--- src/rtl/layer_sched_pkg.sv ---
`default_nettype none
// ============================================================================
// Module   : layer_sched_pkg
// Purpose  : Shared types, default widths and arithmetic helpers for the
//            layer MAC scheduler and its accumulator datapath.
// Contents : state_t        - scheduler FSM state encoding
//            DATA_W_DEF     - default activation/weight/bias width
//            ACC_W_DEF      - default accumulator/output width
//            sext64()       - sign-extend a w-bit value to 64 bits
//            clamp64()      - clamp a 64-bit value to the signed w-bit range
// Options  : none (LAYER_SCHED_SAT_EN is consumed by node_mac_acc)
// Revision : 1.0 - initial release
// ============================================================================
package layer_sched_pkg;

  localparam int DATA_W_DEF = 8;
  localparam int ACC_W_DEF  = 16;

  typedef enum logic [2:0] {
    S_IDLE  = 3'd0,
    S_MAC   = 3'd1,
    S_DRAIN = 3'd2,
    S_OUT   = 3'd3,
    S_DONE  = 3'd4
  } state_t;

  // Values are carried in a 64-bit container so one helper serves any
  // width; callers pass the zero-padded raw bits and the live width w.
  function automatic logic signed [63:0] sext64(input logic [63:0] v,
                                                input int unsigned w);
    logic [63:0] sh;
    sh = v << (64 - w);
    return $signed(sh) >>> (64 - w);
  endfunction

  function automatic logic signed [63:0] clamp64(input logic signed [63:0] v,
                                                 input int unsigned w);
    logic signed [63:0] hi;
    logic signed [63:0] lo;
    hi = (64'sd1 <<< (w - 1)) - 64'sd1;
    lo = -hi - 64'sd1;
    if (v > hi)      return hi;
    else if (v < lo) return lo;
    else             return v;
  endfunction

endpackage
`default_nettype wire

--- src/rtl/node_mac_acc.sv ---
`default_nettype none
// ============================================================================
// Module   : node_mac_acc
// Purpose  : Shared signed 8x8 multiply with bias-load / accumulate select
//            and the accumulator register for one neuron at a time.
// Ports    : clk, rst      - clock, async active-high reset
//            i_en          - a read result is present this cycle
//            i_load        - the present result is k=0 (load bias + product)
//            i_act, i_wgt  - signed activation and weight
//            i_bias        - signed bias (used when i_load=1)
//            o_acc_next    - accumulator value after this cycle's update
// Options  : LAYER_SCHED_SAT_EN - saturate every update to the ACC_W range;
//            otherwise the accumulator wraps modulo 2^ACC_W.
// Revision : 1.0 - initial release
// ============================================================================
module node_mac_acc
  import layer_sched_pkg::*;
#(
  parameter int DATA_W = DATA_W_DEF,
  parameter int ACC_W  = ACC_W_DEF
) (
  input  logic              clk,
  input  logic              rst,
  input  logic              i_en,
  input  logic              i_load,
  input  logic [DATA_W-1:0] i_act,
  input  logic [DATA_W-1:0] i_wgt,
  input  logic [DATA_W-1:0] i_bias,
  output logic [ACC_W-1:0]  o_acc_next
);

  logic [ACC_W-1:0]    r_acc;
  logic [2*DATA_W-1:0] w_act_x;
  logic [2*DATA_W-1:0] w_wgt_x;
  logic [2*DATA_W-1:0] w_prod;
  logic signed [63:0]  w_prod64;
  logic signed [63:0]  w_base64;
  logic signed [63:0]  w_sum64;
  logic [ACC_W-1:0]    w_next;

  // Low 2*DATA_W bits of the product of sign-extended operands equal the
  // full signed product, so a plain multiply suffices.
  assign w_act_x = {{DATA_W{i_act[DATA_W-1]}}, i_act};
  assign w_wgt_x = {{DATA_W{i_wgt[DATA_W-1]}}, i_wgt};
  assign w_prod  = w_act_x * w_wgt_x;

  assign w_prod64 = sext64({{(64-2*DATA_W){1'b0}}, w_prod}, 2*DATA_W);
  assign w_base64 = i_load ? sext64({{(64-DATA_W){1'b0}}, i_bias}, DATA_W)
                           : sext64({{(64-ACC_W){1'b0}}, r_acc}, ACC_W);
  assign w_sum64  = w_base64 + w_prod64;

`ifdef LAYER_SCHED_SAT_EN
  logic signed [63:0] w_sat64;
  logic               w_unused_hi;
  assign w_sat64     = clamp64(w_sum64, ACC_W);
  assign w_next      = w_sat64[ACC_W-1:0];
  assign w_unused_hi = ^w_sat64[63:ACC_W];
`else
  logic w_unused_hi;
  assign w_next      = w_sum64[ACC_W-1:0];
  assign w_unused_hi = ^w_sum64[63:ACC_W];
`endif

  assign o_acc_next = w_next;

  always_ff @(posedge clk or posedge rst) begin
    if (rst) begin
      r_acc <= '0;
    end else if (i_en) begin
      r_acc <= w_next;
    end
  end

endmodule
`default_nettype wire

--- src/rtl/layer_mac_scheduler.sv ---
`default_nettype none
// ============================================================================
// Module   : layer_mac_scheduler
// Purpose  : Time-multiplexed fully-connected layer controller. One shared
//            MAC evaluates NUM_NODES neurons of NUM_IN inputs each, adds the
//            bias, applies ReLU and emits results over valid/ready.
// Ports    : clk, reset            - clock, async active-high reset
//            start                 - layer request, accepted in IDLE only
//            busy, done            - run status / end-of-run pulse
//            rd_en                 - read strobe to act/weight/bias memories
//            act_addr, w_addr, b_addr - memory addresses (k, node*NUM_IN+k, node)
//            act_data, w_data, b_data - read data, one cycle after rd_en
//            out_valid, out_ready  - result handshake
//            out_idx, out_data     - neuron index and ReLU result
// Options  : LAYER_SCHED_SAT_EN - saturating accumulator (see node_mac_acc)
// Revision : 1.0 - initial release
// ============================================================================
module layer_mac_scheduler
  import layer_sched_pkg::*;
#(
  parameter int NUM_IN    = 15,
  parameter int NUM_NODES = 16,
  parameter int DATA_W    = DATA_W_DEF,
  parameter int ACC_W     = ACC_W_DEF
) (
  input  logic                                  clk,
  input  logic                                  reset,
  input  logic                                  start,
  output logic                                  busy,
  output logic                                  done,
  output logic                                  rd_en,
  output logic [$clog2(NUM_IN)-1:0]             act_addr,
  output logic [$clog2(NUM_NODES*NUM_IN)-1:0]   w_addr,
  output logic [$clog2(NUM_NODES)-1:0]          b_addr,
  input  logic [DATA_W-1:0]                     act_data,
  input  logic [DATA_W-1:0]                     w_data,
  input  logic [DATA_W-1:0]                     b_data,
  output logic                                  out_valid,
  input  logic                                  out_ready,
  output logic [$clog2(NUM_NODES)-1:0]          out_idx,
  output logic [ACC_W-1:0]                      out_data
);

  localparam int AW_ACT = $clog2(NUM_IN);
  localparam int AW_W   = $clog2(NUM_NODES*NUM_IN);
  localparam int AW_B   = $clog2(NUM_NODES);
  localparam logic [AW_ACT-1:0] c_k_last    = AW_ACT'(NUM_IN - 1);
  localparam logic [AW_B-1:0]   c_node_last = AW_B'(NUM_NODES - 1);

  state_t            r_state;
  logic              r_busy;
  logic              r_done;
  logic              r_rd_en;
  logic [AW_ACT-1:0] r_act_addr;
  logic [AW_W-1:0]   r_w_addr;
  logic [AW_B-1:0]   r_b_addr;   // doubles as the current node index
  logic              r_out_valid;
  logic [AW_B-1:0]   r_out_idx;
  logic [ACC_W-1:0]  r_out_data;
  logic              r_vld_d;    // read data arrives this cycle
  logic              r_k0_d;     // ...and it belongs to k=0
  logic [ACC_W-1:0]  w_acc_next;

  node_mac_acc #(
    .DATA_W (DATA_W),
    .ACC_W  (ACC_W)
  ) u_mac (
    .clk        (clk),
    .rst        (reset),
    .i_en       (r_vld_d),
    .i_load     (r_k0_d),
    .i_act      (act_data),
    .i_wgt      (w_data),
    .i_bias     (b_data),
    .o_acc_next (w_acc_next)
  );

  always_ff @(posedge clk or posedge reset) begin
    if (reset) begin
      r_state     <= S_IDLE;
      r_busy      <= 1'b0;
      r_done      <= 1'b0;
      r_rd_en     <= 1'b0;
      r_act_addr  <= '0;
      r_w_addr    <= '0;
      r_b_addr    <= '0;
      r_out_valid <= 1'b0;
      r_out_idx   <= '0;
      r_out_data  <= '0;
      r_vld_d     <= 1'b0;
      r_k0_d      <= 1'b0;
    end else begin
      r_vld_d <= r_rd_en;
      r_k0_d  <= (r_act_addr == '0);
      r_done  <= 1'b0;
      case (r_state)
        S_IDLE: begin
          if (start) begin
            r_state    <= S_MAC;
            r_busy     <= 1'b1;
            r_rd_en    <= 1'b1;
            r_act_addr <= '0;
            r_w_addr   <= '0;
            r_b_addr   <= '0;
          end
        end
        S_MAC: begin
          if (r_act_addr == c_k_last) begin
            r_state <= S_DRAIN;
            r_rd_en <= 1'b0;
          end else begin
            r_act_addr <= r_act_addr + AW_ACT'(1);
            r_w_addr   <= r_w_addr + AW_W'(1);
          end
        end
        S_DRAIN: begin
          // The last product lands on this edge, so ReLU uses the
          // accumulator's next value rather than the registered one.
          r_state     <= S_OUT;
          r_out_valid <= 1'b1;
          r_out_idx   <= r_b_addr;
          r_out_data  <= w_acc_next[ACC_W-1] ? '0 : w_acc_next;
        end
        S_OUT: begin
          if (out_ready) begin
            r_out_valid <= 1'b0;
            if (r_b_addr == c_node_last) begin
              r_state <= S_DONE;
              r_busy  <= 1'b0;
              r_done  <= 1'b1;
            end else begin
              // Weight address runs contiguously across nodes.
              r_state    <= S_MAC;
              r_rd_en    <= 1'b1;
              r_act_addr <= '0;
              r_w_addr   <= r_w_addr + AW_W'(1);
              r_b_addr   <= r_b_addr + AW_B'(1);
            end
          end
        end
        S_DONE: begin
          r_state <= S_IDLE;
        end
        default: begin
          r_state <= S_IDLE;
        end
      endcase
    end
  end

  assign busy      = r_busy;
  assign done      = r_done;
  assign rd_en     = r_rd_en;
  assign act_addr  = r_act_addr;
  assign w_addr    = r_w_addr;
  assign b_addr    = r_b_addr;
  assign out_valid = r_out_valid;
  assign out_idx   = r_out_idx;
  assign out_data  = r_out_data;

endmodule
`default_nettype wire

--- config.mk ---
export PLATFORM = sky130hd
export DESIGN_NAME = layer_mac_scheduler
export DESIGN_NICKNAME = d
export VERILOG_FILES = /design/src/rtl/layer_sched_pkg.sv /design/src/rtl/node_mac_acc.sv /design/src/rtl/layer_mac_scheduler.sv
export SDC_FILE = /design/constraint.sdc
export NUM_CORES = 1
export LEC_CHECK = 0
export ABC_CLOCK_PERIOD_IN_PS = 5100
export CAP_MARGIN = 20
export CORE_ASPECT_RATIO = 1.25
export CORE_UTILIZATION = 23
export DETAILED_ROUTE_END_ITERATION = 10
export PLACE_DENSITY_LB_ADDON = 0.12
export RECOVER_POWER = 100
export SYNTH_ARGS = -nofsm -noshare
export SYNTH_HDL_FRONTEND = slang
export SYNTH_HIERARCHICAL = 1
export SYNTH_SLANG_ARGS = --single-unit
--- constraint.sdc ---
create_clock -name clk -period 5.1 [get_ports clk]
set_input_delay 1.02 -clock clk [delete_from_list [all_inputs] [get_ports clk]]
set_output_delay 1.02 -clock clk [all_outputs]
set_load 0.03 [all_outputs]
[Word level (Yosys, flattened, before mapping)]
Index checks and enable logic that the tools add are counted.
Cells by class
  add/subtract/negate cells: 4
  $mul: 1
  equality and inequality tests: 11
  mux-type cells: 33
  reduce and logical (&&, ||, !) cells: 11
Operator list (count)
  $mux 8: 4
  $mux 4: 6
  $pmux 8 s3: 1
  $add 16x16->16: 1
  $mul 8x8->16: 1
  $mux 16: 1
  $mux 15: 1
  $mux 3: 4
  $ne 2x2->1 const B: 6
  $pmux 3 s4: 1
  $pmux 4 s3: 1
  $mux 1: 10
  $reduce_and 5->1: 2
  $add 4x1->4 const B: 2
  $add 8x1->8 const B: 1
  $eq 4x4->1 const B: 2
  $pmux 4 s2: 1
  $reduce_and 4->1: 2
  $eq 3x2->1 const B: 2
  $logic_not 4->1: 1
  $pmux 1 s2: 2
  $reduce_bool 2->1: 2
  $eq 3x1->1 const B: 1
  $logic_not 3->1: 1
  other kinds (4): 4
Word-level totals
  register bits: 61
  input port bits: 28
  output and inout bits: 40
  word-level logic and storage cells: 73

[Longest topological paths before layout]
Gate-level depths: netlist (run 1).
  depth after elaboration: 4
  gate-level depth with buffers: 21
  gate-level depth less buffers: 19

[Modules after synthesis]
The synthesis (run 1) kept the hierarchy.
By module, submodules not included
  node_mac_acc: times used 1, cells each 358, area an instance 3629.7 µm², sequential area each 400.4 µm²
  layer_mac_scheduler: times used 1, cells each 200, area an instance 2038.2 µm², sequential area each 1101.1 µm²

[Least setup slack after synthesis (run 1)]
OpenSTA, ideal clock, no wires.
  path kind: input to register
  from: input port w_data[0]
  to: register r_out_data[1], in the netlist out_data[1]
  arrival time: 5.444 ns
  required time: 4.965 ns
  slack: -0.479 ns
  stages on the path: 17
  path through: and2_1 > inv_1 > fa_1 > inv_1 > fa_1 > fa_1 > fa_1 > fa_1 > ha_1 > o21ai_0 > o21ai_1 > a41oi_1 > a21oi_1 > xnor2_1 > clkbuf_1 > nand2b_1 > o21ai_0
Between the ends
  word-level cells in the longest chain between the ends: 3
RTL lines
  from (decl): line layer_mac_scheduler.sv:36  | input logic [DATA_W-1:0] w_data,
  $mul 8x8->16: line node_mac_acc.sv:45  | assign w_prod = w_act_x * w_wgt_x;
  $add 16x16->16: line node_mac_acc.sv:50  | assign w_sum64 = w_base64 + w_prod64;
  named net w_acc_next[15]: line layer_mac_scheduler.sv:62  | logic [ACC_W-1:0] w_acc_next;
  $mux 15: line layer_mac_scheduler.sv:122  | r_out_data <= w_acc_next[ACC_W-1] ? '0 : w_acc_next;
  to (signal assigned): line layer_mac_scheduler.sv:122
  to (decl): line layer_mac_scheduler.sv:59  | logic [ACC_W-1:0] r_out_data;
The timed path passes the listed nets, and every way through them passes these cells.
A chain may end at the register's enable or synchronous reset.

[Worst setup path in the final report (run 1)]
  from: input port act_data[7]
  to: register r_out_data[2], in the netlist out_data[2]
Between the ends
  word-level cells in the longest chain between the ends: 3
RTL lines
  from (decl): line layer_mac_scheduler.sv:35  | input logic [DATA_W-1:0] act_data,
  $mul 8x8->16: line node_mac_acc.sv:45
  $add 16x16->16: line node_mac_acc.sv:50
  named net w_acc_next[15]: line layer_mac_scheduler.sv:62
  $mux 15: line layer_mac_scheduler.sv:122
The timed path passes the listed nets, and every way through them passes these cells.

==> flow_metrics.env, run 1 <==
export IMPL_outcome="finished, violations left"
export IMPL_violations="max-capacitance violations, max-slew violations"
export IMPL_cts_num_sinks=60
export IMPL_setup_violations=0
export IMPL_synth_area_leaders="dfrtp_1 26%, fa_1 25%, ha_1 9.3%"
export IMPL_skew_ps=8.179
export IMPL_rsz0062_at_grt="yes"
export IMPL_grt_usage_pct=12.71
export IMPL_worstPathArrival_ps=5280
export IMPL_maxCapViolations=1
export IMPL_vias_per_cell=4.203
export IMPL_cts_tree="done"
export IMPL_netlist_instances=558
export IMPL_place_ws_ps=-1010
export IMPL_crit_path_start="act_data[7]"
export IMPL_synth_most_common_cell="inv_1"
export IMPL_max_stage_delay_ps=530
export IMPL_required_ps=5310
export IMPL_drcViolationCount=0
export IMPL_synth_seq_cells=60
export IMPL_critPathLaunchType="primary input"
export IMPL_synth_area_per_cell_um2=10.16
export IMPL_crit_type="primary input to register"
export IMPL_hold_class="register to register"
export IMPL_synthTopCellsByCount="81 x inv_1, 71 x fa_1, 60 x dfrtp_1"
export IMPL_fmax_mhz=197.2
export IMPL_die_area_um2=25280
export IMPL_yosys_area_top_type="dfrtp_1"
export IMPL_drt_iter0_drc=62
export IMPL_clock_latency_ps=330
export IMPL_ant_nets=0
export IMPL_path_common_cell="fa_1"
export IMPL_antennaDiodeCount=0
export IMPL_gp_congestion=0.7694
export IMPL_clkTransAtPathRegs_ps=50
export IMPL_core_um2=23960
export IMPL_cts_max_level=3
export IMPL_crit_fanout=6
export IMPL_portBuffers=66
export IMPL_worst_setup_path_end_kind="register"
export IMPL_start_util_pct=23.65
export IMPL_syn_to_final_growth_pct=45.23
export IMPL_drt_total_wl_mm=14.69
export IMPL_std_cell_rows=63
export IMPL_grt_max_degree=45
export IMPL_die_h_um=177.5
export IMPL_critPathBufInv=4
export IMPL_cts_root_buffer="clkbuf_16"
export IMPL_timing_final_crit_share_pct=99.42
export IMPL_grt_pass1_vias=4909
export IMPL_path_delay_family="adder cells"
export IMPL_worst_pin_slew_ps=2240
export IMPL_netlist_area_um2=5668
export IMPL_cts_buffers=9
export IMPL_die_x_um=142.4
export IMPL_slew_limit_headroom_pct=-49.30
export IMPL_ys_warn_count=6
export IMPL_synthDistinctLibCells=49
export IMPL_post_drt_wl_per_cell_um=14.31
export IMPL_hpwl_mm=11.81
export IMPL_antenna_found_initial=0
export IMPL_drv_slew=40
export IMPL_finalWorstSetupSlack_ps=29.36
export IMPL_hold_start="rd_en"
export IMPL_min_period_ps=5071
export IMPL_seq_area_frac_synth_pct=26.49
export IMPL_hold_viol=0
export IMPL_synth_edf_count=0
export IMPL_syn_nets=699
export IMPL_yosysTopAreaCellShare_pct=26.49
export IMPL_synthArstFlopShare_pct=100.0
export IMPL_nets=839
export IMPL_fillCellCount=2484
export IMPL_r2r_start="r_k0_d"
export IMPL_pin_count=68
export IMPL_firstDrtPassIters=4
export IMPL_clockBufferDepth=2
export IMPL_overflow=0
export IMPL_holdBufCountCts=0
export IMPL_layout_drive_gt1_share_pct=32.76
export IMPL_grt_pass1_wl_mm=25.01
export IMPL_synth_flop_cell="dfrtp_1"
export IMPL_cpMaxStageDelayCell="fa_1"
export IMPL_vias=4316
export IMPL_worstPathCellList="buf_8 -> and2_4 -> clkinvlp_4 -> fa_1 -> inv_2 -> fa_1 -> fa_1 -> fa_1 -> fa_2 -> ha_4 -> o21ai_4 -> o21ai_2 -> a41oi_2 -> a21oi_4 -> xnor2_4 -> buf_6 -> nand2b_4 -> o21ai_2"
-- logic make-up (layout without fill, tap and decap cells) --
logic type      count (synthesis)  after routing  synth area share (%)
compound gates                 82             82                 9.029
xor+xnor                       21             21                 3.245
fa+ha+maj                     113            113                 34.35
buf+inv                        97            241                 6.887
flops                          60             60                 26.49
mux                            31             31                 5.960
other cells                     1              1               0.06616
simple gates                  153            153                 13.97
-- layout by cell type, fill, tap and decap left out, drive strengths merged, types with 5 or more instances in the layout --
cell type	count
a21oi	20
a31oi	6
and2	33
buf	92
clkbuf	14
dfrtp	60
dlygate4sd3	44
fa	71
ha	42
inv	80
mux2	22
mux2i	9
nand2	48
nand2b	22
nand3	11
nor2	17
nor3	7
o21ai	28
o31ai	11
xnor2	16
xor2	5
-- final cells by class --
| class | instances | area (um^2) | area share (%) |
|---|---|---|---|
| multi-input cells | 401 | 4355 | 52.91 |
| flip-flops and latches | 60 | 1501 | 18.24 |
| repair buffers | 144 | 1276 | 15.50 |
| well taps | 325 | 406.6 | 4.940 |
| inverters | 82 | 319.1 | 3.876 |
| clock buffers | 11 | 252.7 | 3.070 |
| clock inverters | 4 | 120.1 | 1.459 |
-- per-layer routing --
metal  GRT usage, %  up-vias  wire length [um]
met3          2.725       14               676
met2          22.55       82              7489
met1          15.04     2137              6287
met5              0        -                 0
met4          4.391        0               241
li1               -     2083                 -
-- flip-flops by register name, indices dropped and copies added (netlist names), 3 cells and up --
name	cells
r_state	3
w_addr	8
u_mac/r_acc	16
b_addr	4
out_idx	4
out_data	15
act_addr	4
-- final timing paths --
| check | slack (ps) | cells after the start | to |
|---|---|---|---|
| max in group asynchronous | 1650 | 3 | b_addr[0] |
| max | 30 | 18 | out_data[2] |
| min reg2reg | 440 | 0 | r_vld_d |
| max reg2reg | 90 | 17 | out_data[2] |
| min in group asynchronous | 1060 | 2 | out_data[3] |
| min | 440 | 0 | r_vld_d |
-- timing repair --
| item | in CTS | in global routing |
|---|---|---|
| gates resized for setup | 161 | 61 |
| pin swaps | 72 | 70 |
| buffers inserted | 6 | 9 |
| endpoints found under the setup margin | 23 | 20 |
| cloned | 1 | 0 |
-- through the flow --
step	hold WS (ps)	instance area [um^2]	setup TNS (ps)	cells	util [%]
2_1_floorplan	476.7	5718	-4454	558	-
4_1_cts	450.0	7886	0	1018	32.91
3_5_place_dp	434.4	7186	-21770	997	29.99
5_1_grt	452.7	8232	-1939	1027	34.35
6_report	438.5	8232	0	1027	34.35
3_3_place_gp	431.4	7186	-21650	997	29.99
Power of run 1 is not shown: default switching activity piles up to over one toggle a cycle in this logic, so the estimate is an artifact.
==> run 2, diff against run 1 <==
GPL_TIMING_DRIVEN = 0   (was unset)
==> run 2 against run 1 <==
Net effect:
- non-clock buffer count is 40 lower
- clock skew down 0.93 ps
- die area is the same
- final cell count fell by 3.8%
- utilization fell by 2.2 points
- the flow finishes with violations (max-capacitance violations, max-slew violations, negative setup slack)
==> flow_metrics.env, run 2 (synthesis results as in run 1) <==
export IMPL_outcome="finished, violations left"
export IMPL_violations="max-capacitance violations, max-slew violations, negative setup slack"
export IMPL_nets=799
export IMPL_fmax_mhz=192.3
export IMPL_hold_viol=0
export IMPL_vias_per_cell=4.225
export IMPL_maxCapViolations=1
export IMPL_setup_violations=14
export IMPL_post_drt_wl_per_cell_um=14.42
export IMPL_cts_root_buffer="clkbuf_16"
export IMPL_vias=4174
export IMPL_gp_congestion=0.7635
export IMPL_crit_type="primary input to register"
export IMPL_cts_max_level=3
export IMPL_syn_to_final_growth_pct=35.85
export IMPL_rsz0062_at_grt="yes"
export IMPL_grt_max_degree=42
export IMPL_grt_pass1_wl_mm=24.21
export IMPL_fillCellCount=2506
export IMPL_start_util_pct=23.65
export IMPL_min_period_ps=5201
export IMPL_required_ps=5310
export IMPL_cts_tree="done"
export IMPL_finalWorstSetupSlack_ps=-101.3
export IMPL_core_um2=23960
export IMPL_critPathLaunchType="primary input"
export IMPL_regMostFlops="u_mac/r_acc"
export IMPL_largest_reg_flops=16
export IMPL_clock_latency_ps=330
export IMPL_grt_pass1_vias=4701
export IMPL_worstPathArrival_ps=5420
export IMPL_layout_common_cells="75 x inv_1, 65 x fa_1, 60 x dfrtp_1, 45 x nand2_1, 44 x dlygate4sd3_1"
export IMPL_firstDrtPassIters=4
export IMPL_cts_num_sinks=60
export IMPL_timing_final_crit_share_pct=102.0
export IMPL_clockBufferDepth=2
export IMPL_fin_util_pct=32.13
export IMPL_hold_class="register to register"
export IMPL_std_cell_rows=63
export IMPL_drt_iter0_drc=110
export IMPL_die_x_um=142.4
export IMPL_hpwl_mm=11.45
export IMPL_final_common_cell="inv_1"
export IMPL_drv_slew=42
export IMPL_drcViolationCount=0
export IMPL_slew_limit_headroom_pct=-54.66
export IMPL_die_area_um2=25280
export IMPL_die_h_um=177.5
export IMPL_clkTransAtPathRegs_ps=50
export IMPL_antenna_found_initial=1
export IMPL_whs_ps=441.8
export IMPL_cts_buffers=9
export IMPL_layout_drive_gt1_share_pct=23.83
export IMPL_portBuffers=65
export IMPL_antennaDiodeCount=0
export IMPL_tns_ps=-1211
export IMPL_ant_nets=0
export IMPL_skew_ps=7.249
export IMPL_crit_fanout=5
export IMPL_grt_usage_pct=12.30
export IMPL_drt_total_wl_mm=14.25
export IMPL_worst_setup_path_end_kind="register"
export IMPL_overflow=0
export IMPL_worst_pin_slew_ps=2320
export IMPL_pin_count=68
run 2: layout make-up:
cell class              count  area [um^2]  share of cell area (%)
plain buffers              14        85.08                   1.105
clock buffers              12        256.5                   3.331
clock inverters             4        47.55                  0.6175
inverters                  82        316.6                   4.111
multi-input cells         401         4248                   55.17
flip-flops and latches     60         1501                   19.50
well taps                 325        406.6                   5.281
repair buffers             90        838.3                   10.89
run 2: worst paths after layout:
path | start | end | slack (ps) | depth (start not counted)
max | w_data[0] | u_mac/r_acc[15] | -100 | 17
max reg2reg | r_k0_d | out_data[13] | 130 | 18
min in group asynchronous | reset | out_data[2] | 1030 | 2
min | rd_en | r_vld_d | 440 | 0
min reg2reg | rd_en | r_vld_d | 440 | 0
max in group asynchronous | reset | r_state[2] | 1650 | 3
run 2: stage by stage:
stage	area [um^2]	std cells	setup slack (ps)
2_1_floorplan	5718	558	-327.0
3_3_place_gp	6775	948	-1743
3_5_place_dp	6795	949	-1776
4_1_cts	7571	982	-136.0
5_1_grt	7700	988	-243.4
6_report	7700	988	-101.3
run 2: per-layer routing:
metal / global-route usage, % / routed length [um]
met5: 0 / 13
met4: 3.047 / 118
met3: 2.887 / 645
met2: 22.04 / 7388
met1: 14.67 / 6083
run 2: what timing repair did:
action                                  CTS  global route
gates resized for setup                 142            48
hold buffers                              0             0
pin swaps                                62            36
endpoints found under the setup margin   24            20
gates cloned                              1             0
buffers inserted                         17             7
run 2: worst max-delay path, stage by stage:
cell        delay [ps]
buf_12              80
and2_4             150
clkinvlp_4         130
fa_1               500
inv_1               50
fa_1               450
fa_1               530
fa_1               450
fa_1               510
ha_4               290
o21ai_2             60
o21ai_2            180
a41oi_2            170
a21oi_2            280
xnor2_4            150
buf_6              150
mux2_2             250
Power of run 2 is left out for the same reason.
==> run 3, diff against run 2 <==
CORE_MARGIN = 2   (was unset)
==> run 3 against run 2 <==
Net effect:
- the flow still finishes with violations (max-capacitance violations, max-slew violations, negative setup slack)
- register-to-register slack hardly changed
- clock skew is 3.2 ps lower
- final cell count is 0.81% higher
- maximum frequency is 3.3% lower
- wire length is 0.81% higher
- largest cell class unchanged
- flip-flop and latch count stayed put
- via count is 0.67% higher
- die area is 2.5% higher
- worst hold slack worse by 13 ps
- sequential share of layout area is 0.13 points higher
==> flow_metrics.env, run 3 (synthesis results as in run 1) <==
export IMPL_outcome="finished, violations left"
export IMPL_violations="max-capacitance violations, max-slew violations, negative setup slack"
export IMPL_rr_worst_depth=18
export IMPL_design_area_um2=7649
export IMPL_crit_fanout=6
export IMPL_crit_type="primary input to register"
export IMPL_r2r_start="r_k0_d"
export IMPL_layout_drive_gt1_share_pct=22.82
export IMPL_std_cell_rows=64
export IMPL_antennaDiodeCount=0
export IMPL_hpwl_mm=11.65
export IMPL_hold_end="r_vld_d"
export IMPL_die_area_um2=25920
export IMPL_hold_start="rd_en"
export IMPL_pin_count=68
export IMPL_finalWorstSetupSlack_ps=-280.5
export IMPL_syn_to_final_growth_pct=34.94
export IMPL_nets=803
export IMPL_regMostFlops="u_mac/r_acc"
export IMPL_wl_met1_mm=6.007
export IMPL_cts_num_sinks=60
export IMPL_die_h_um=179.5
export IMPL_ant_nets=0
export IMPL_post_drt_wl_per_cell_um=14.42
export IMPL_grt_max_degree=41
export IMPL_cts_root_buffer="clkbuf_16"
export IMPL_place_area_um2=6802
export IMPL_setup_violations=19
export IMPL_core_um2=24340
export IMPL_dr_max_layer_used="met5"
export IMPL_antenna_found_initial=1
export IMPL_critPathLaunchType="primary input"
export IMPL_drt_iter0_drc=72
export IMPL_drv_slew=41
export IMPL_portBuffers=65
export IMPL_vias=4202
export IMPL_required_ps=5310
export IMPL_worstPathArrival_ps=5590
export IMPL_worst_setup_path_end_kind="register"
export IMPL_vias_per_cell=4.219
export IMPL_die_x_um=144.4
export IMPL_cts_buffers=9
export IMPL_skew_ps=4.014
export IMPL_reg2reg_setup_slack_ps=120
export IMPL_layout_common_cells="77 x inv_1, 69 x fa_1, 60 x dfrtp_1, 48 x nand2_1, 44 x dlygate4sd3_1"
export IMPL_firstDrtPassIters=4
export IMPL_min_period_ps=5381
export IMPL_grt_usage_pct=11.72
export IMPL_cts_tree="done"
export IMPL_dr_wl_met2_mm=7.419
export IMPL_final_common_cell="inv_1"
export IMPL_start_util_pct=23.28
export IMPL_cts_max_level=3
export IMPL_slew_limit_headroom_pct=-49.59
export IMPL_grt_pass1_wl_mm=24.11
export IMPL_clock_latency_ps=330
export IMPL_fmax_mhz=185.9
export IMPL_multiInputGateArea_um2=4190
export IMPL_worst_pin_slew_ps=2244
export IMPL_drcViolationCount=0
export IMPL_timing_final_crit_share_pct=105.5
export IMPL_r2r_end="u_mac/r_acc[15]"
export IMPL_register_area_um2=1501
export IMPL_largest_reg_flops=16
export IMPL_fillCellCount=2538
export IMPL_overflow=0
export IMPL_clockBufferDepth=2
export IMPL_maxCapViolations=1
export IMPL_clkTransAtPathRegs_ps=50
export IMPL_whs_path_depth=0
export IMPL_gp_congestion=0.7569
export IMPL_drt_total_wl_mm=14.36
export IMPL_grt_pass1_vias=4755
export IMPL_hold_viol=0
export IMPL_rsz0062_at_grt="yes"
export IMPL_wl_met3_um=732
export IMPL_hold_class="register to register"
## run 3: through the flow
stage | util (%) | hold WS (ps) | setup slack [ps] | TNS [ps] | instances
floorplan | - | 476.7 | -327.0 | -4454 | 558
global placement | 27.86 | 436.5 | -1738 | -35160 | 953
detailed placement | 27.94 | 430.8 | -1729 | -35130 | 954
CTS | 30.93 | 443.7 | -322.8 | -5216 | 984
global route | 31.42 | 465.3 | -404.1 | -6810 | 996
finish | 31.42 | 428.5 | -280.5 | -3826 | 996
## run 3: worst max-delay path by stage
stage / from / end / slack [ps] / depth (start not counted)
after detailed placement: w_data[0] / out_data[1] / -1730 / 18
after global routing: w_data[0] / out_data[0] / -400 / 23
after global placement: w_data[0] / out_data[2] / -1740 / 18
final: w_data[0] / u_mac/r_acc[15] / -280 / 18
after CTS: w_data[0] / out_data[1] / -320 / 18
after floorplan: act_data[7] / out_data[1] / -330 / 17
## run 3: worst max-delay path: stages
cell and delay [ps]:
buf_12 80, and2_4 150, clkinvlp_4 160, fa_1 520, inv_1 50, fa_1 520
fa_1 450, fa_1 530, fa_1 460, ha_4 310, o21ai_4 60, o21ai_2 200
a41oi_2 160, a21oi_2 280, xnor2_4 110, buf_12 140, buf_4 130, mux2_4 240
## run 3: layout make-up
class                   instances  share of cell area (%)
well taps                     330                   5.398
flip-flops and latches         60                   19.63
clock buffers                  11                   3.304
multi-input cells             401                   54.78
plain buffers                  14                   1.112
inverters                      82                   4.106
clock inverters                 4                  0.3272
repair buffers                 94                   11.34
## run 3: layer usage
layer	track usage [%]	vias to the layer above
met5	0	-
met1	14.00	2081
met4	3.495	2
li1	-	2017
met3	2.717	20
met2	20.72	82
## run 3: what timing repair did
action	CTS	global route
buffers inserted	15	13
cloned	1	0
endpoints found under the setup margin	24	23
hold buffers	0	0
pin swaps	41	38
gates resized for setup	122	51
Power of run 3 is left out for the same reason.
==> patch: new RTL, settings of run 3 <==
The parameter `NUM_IN` goes from 15 to 14.
--- a/src/rtl/layer_mac_scheduler.sv
+++ b/src/rtl/layer_mac_scheduler.sv
@@ -20,3 +20,3 @@
 #(
-  parameter int NUM_IN    = 15,
+  parameter int NUM_IN    = 14,
   parameter int NUM_NODES = 16,
Check against the original RTL: no difference found for any inputs over 10 cycles, from zero or initial values and one cycle with reset high; that may be too few to reach the edited logic, so the function may still have changed.
==> patch against run 3 <==
The flow still finishes with violations (capacitance limit, slew limit, setup timing). Wire length is 0.19% higher. Area after synthesis increased by 0.49%. Non-clock buffer count is 8 lower. Via count is 1.0% lower. Cell area grew 0.80%. Highest routed layer is now met4. Largest cell class unchanged. Hold slack got worse by 0.018 ns. Critical path depth down 1. First-iteration DRC count up 57%. Register-to-register slack about the same. Sequential cell count is the same. Worst setup slack improved by 0.21 ns.
Power is left out: the tool's default activity adds up to more than one toggle a clock period on the data nets, which glitch-free logic cannot reach.
==> patch: results <==
export IMPL_status="finished, violations left"
export IMPL_violations="capacitance limit, slew limit, setup timing"
export IMPL_crit_path_max_incr_delay_ns=0.56
export IMPL_antenna_cells=0
export IMPL_clockBufferDepth=2
export IMPL_setup_violations_final=16
export IMPL_grt_pass1_wl_mm=24.9
export IMPL_wl_mm=14.4
export IMPL_cts_resized=150
export IMPL_hold_path_depth=0
export IMPL_tightest_slew_ns=1.90
export IMPL_synth_top_family_by_area="adder cells"
export IMPL_largest_reg_flops=16
export IMPL_arrival_ns=5.38
export IMPL_firstDrtPassIters=4
export IMPL_slew_viol_final=35
export IMPL_ys_top_cells_by_count="inv_1, fa_1, dfrtp_1"
export IMPL_fin_ws_ns=-0.0723
export IMPL_drt_vias_per_instance=4.20
export IMPL_synth_edff_count=0
export IMPL_synthMuxAreaShare=0.0582
export IMPL_yosysSeqAreaShare=0.264
export IMPL_grt_max_degree=35
export IMPL_async_flop_share=1.00
export IMPL_synth_ff_type="dfrtp_1"
export IMPL_max_cap_violations=1
export IMPL_clk_pin_slew_ns=0.05
export IMPL_placed_cells=956
export IMPL_synth_adder_area_share=0.342
export IMPL_syn_nets=701
export IMPL_first_global_vias=4741
export IMPL_ys_top_cells_by_area="dfrtp_1, fa_1, ha_1, inv_1, mux2_2"
export IMPL_routabilityCongestion=0.740
export IMPL_antenna_found_initial=0
export IMPL_synth_cell_types=51
export IMPL_placedInstanceArea_sq_um=6830
export IMPL_cp_slowest_cell="fa_1"
export IMPL_worstHoldPathType="flip-flop to flip-flop"
export IMPL_drive_above_1_share=0.217
export IMPL_cp_max_fo=8
export IMPL_r2r_cells=20
export IMPL_skew_ns=0.00551
export IMPL_max_flop_register="u_mac/r_acc"
export IMPL_avgSynthCellArea_sq_um=10.2
export IMPL_crit_type="input port to flip-flop"
export IMPL_vias=4158
export IMPL_synth_xor_area_frac=0.0323
export IMPL_groute_usage_overall=0.120
export IMPL_synth_compound_area_frac=0.0918
export IMPL_hpwl_mm=11.6
export IMPL_drt_iter0_markers=113
export IMPL_place_ws_ns=-1.75
export IMPL_finalSetupTns_ns=-0.873
export IMPL_post_cts_setup_buffers=16
export IMPL_clockRootBuffer="clkbuf_16"
export IMPL_fin_nets=796
==> patch: area by class of cell <==
class	instances	area (sq um)
Clock inverter	4	70.1
Multi-Input combinational cell	402	4250
Inverter	82	317
Buffer	15	88.8
Fill cell	2536	16700
Sequential cell	60	1500
Timing Repair Buffer	85	805
Clock buffer	12	267
Tap cell	330	413
==> patch: final timing paths <==
| path | startpoint | to | slack, ns |
|---|---|---|---|
| hold reg to reg | rd_en | r_vld_d | 0.41 |
| setup reg to reg | r_k0_d | u_mac/r_acc[15] | 0.12 |
| min in group asynchronous | reset | out_data[0] | 1.17 |
| max in group asynchronous | reset | out_data[14] | 1.81 |
| setup / recovery | act_data[5] | u_mac/r_acc[15] | -0.07 |
| hold / removal | rd_en | r_vld_d | 0.41 |
==> patch: metal layers <==
layer	GRT usage	vias to the layer above	routed length [microns]
met5	0	-	0
met4	0.0291	0	166
met3	0.0269	13	721
li1	-	2000	-
met2	0.205	67	7270
met1	0.154	2078	6230
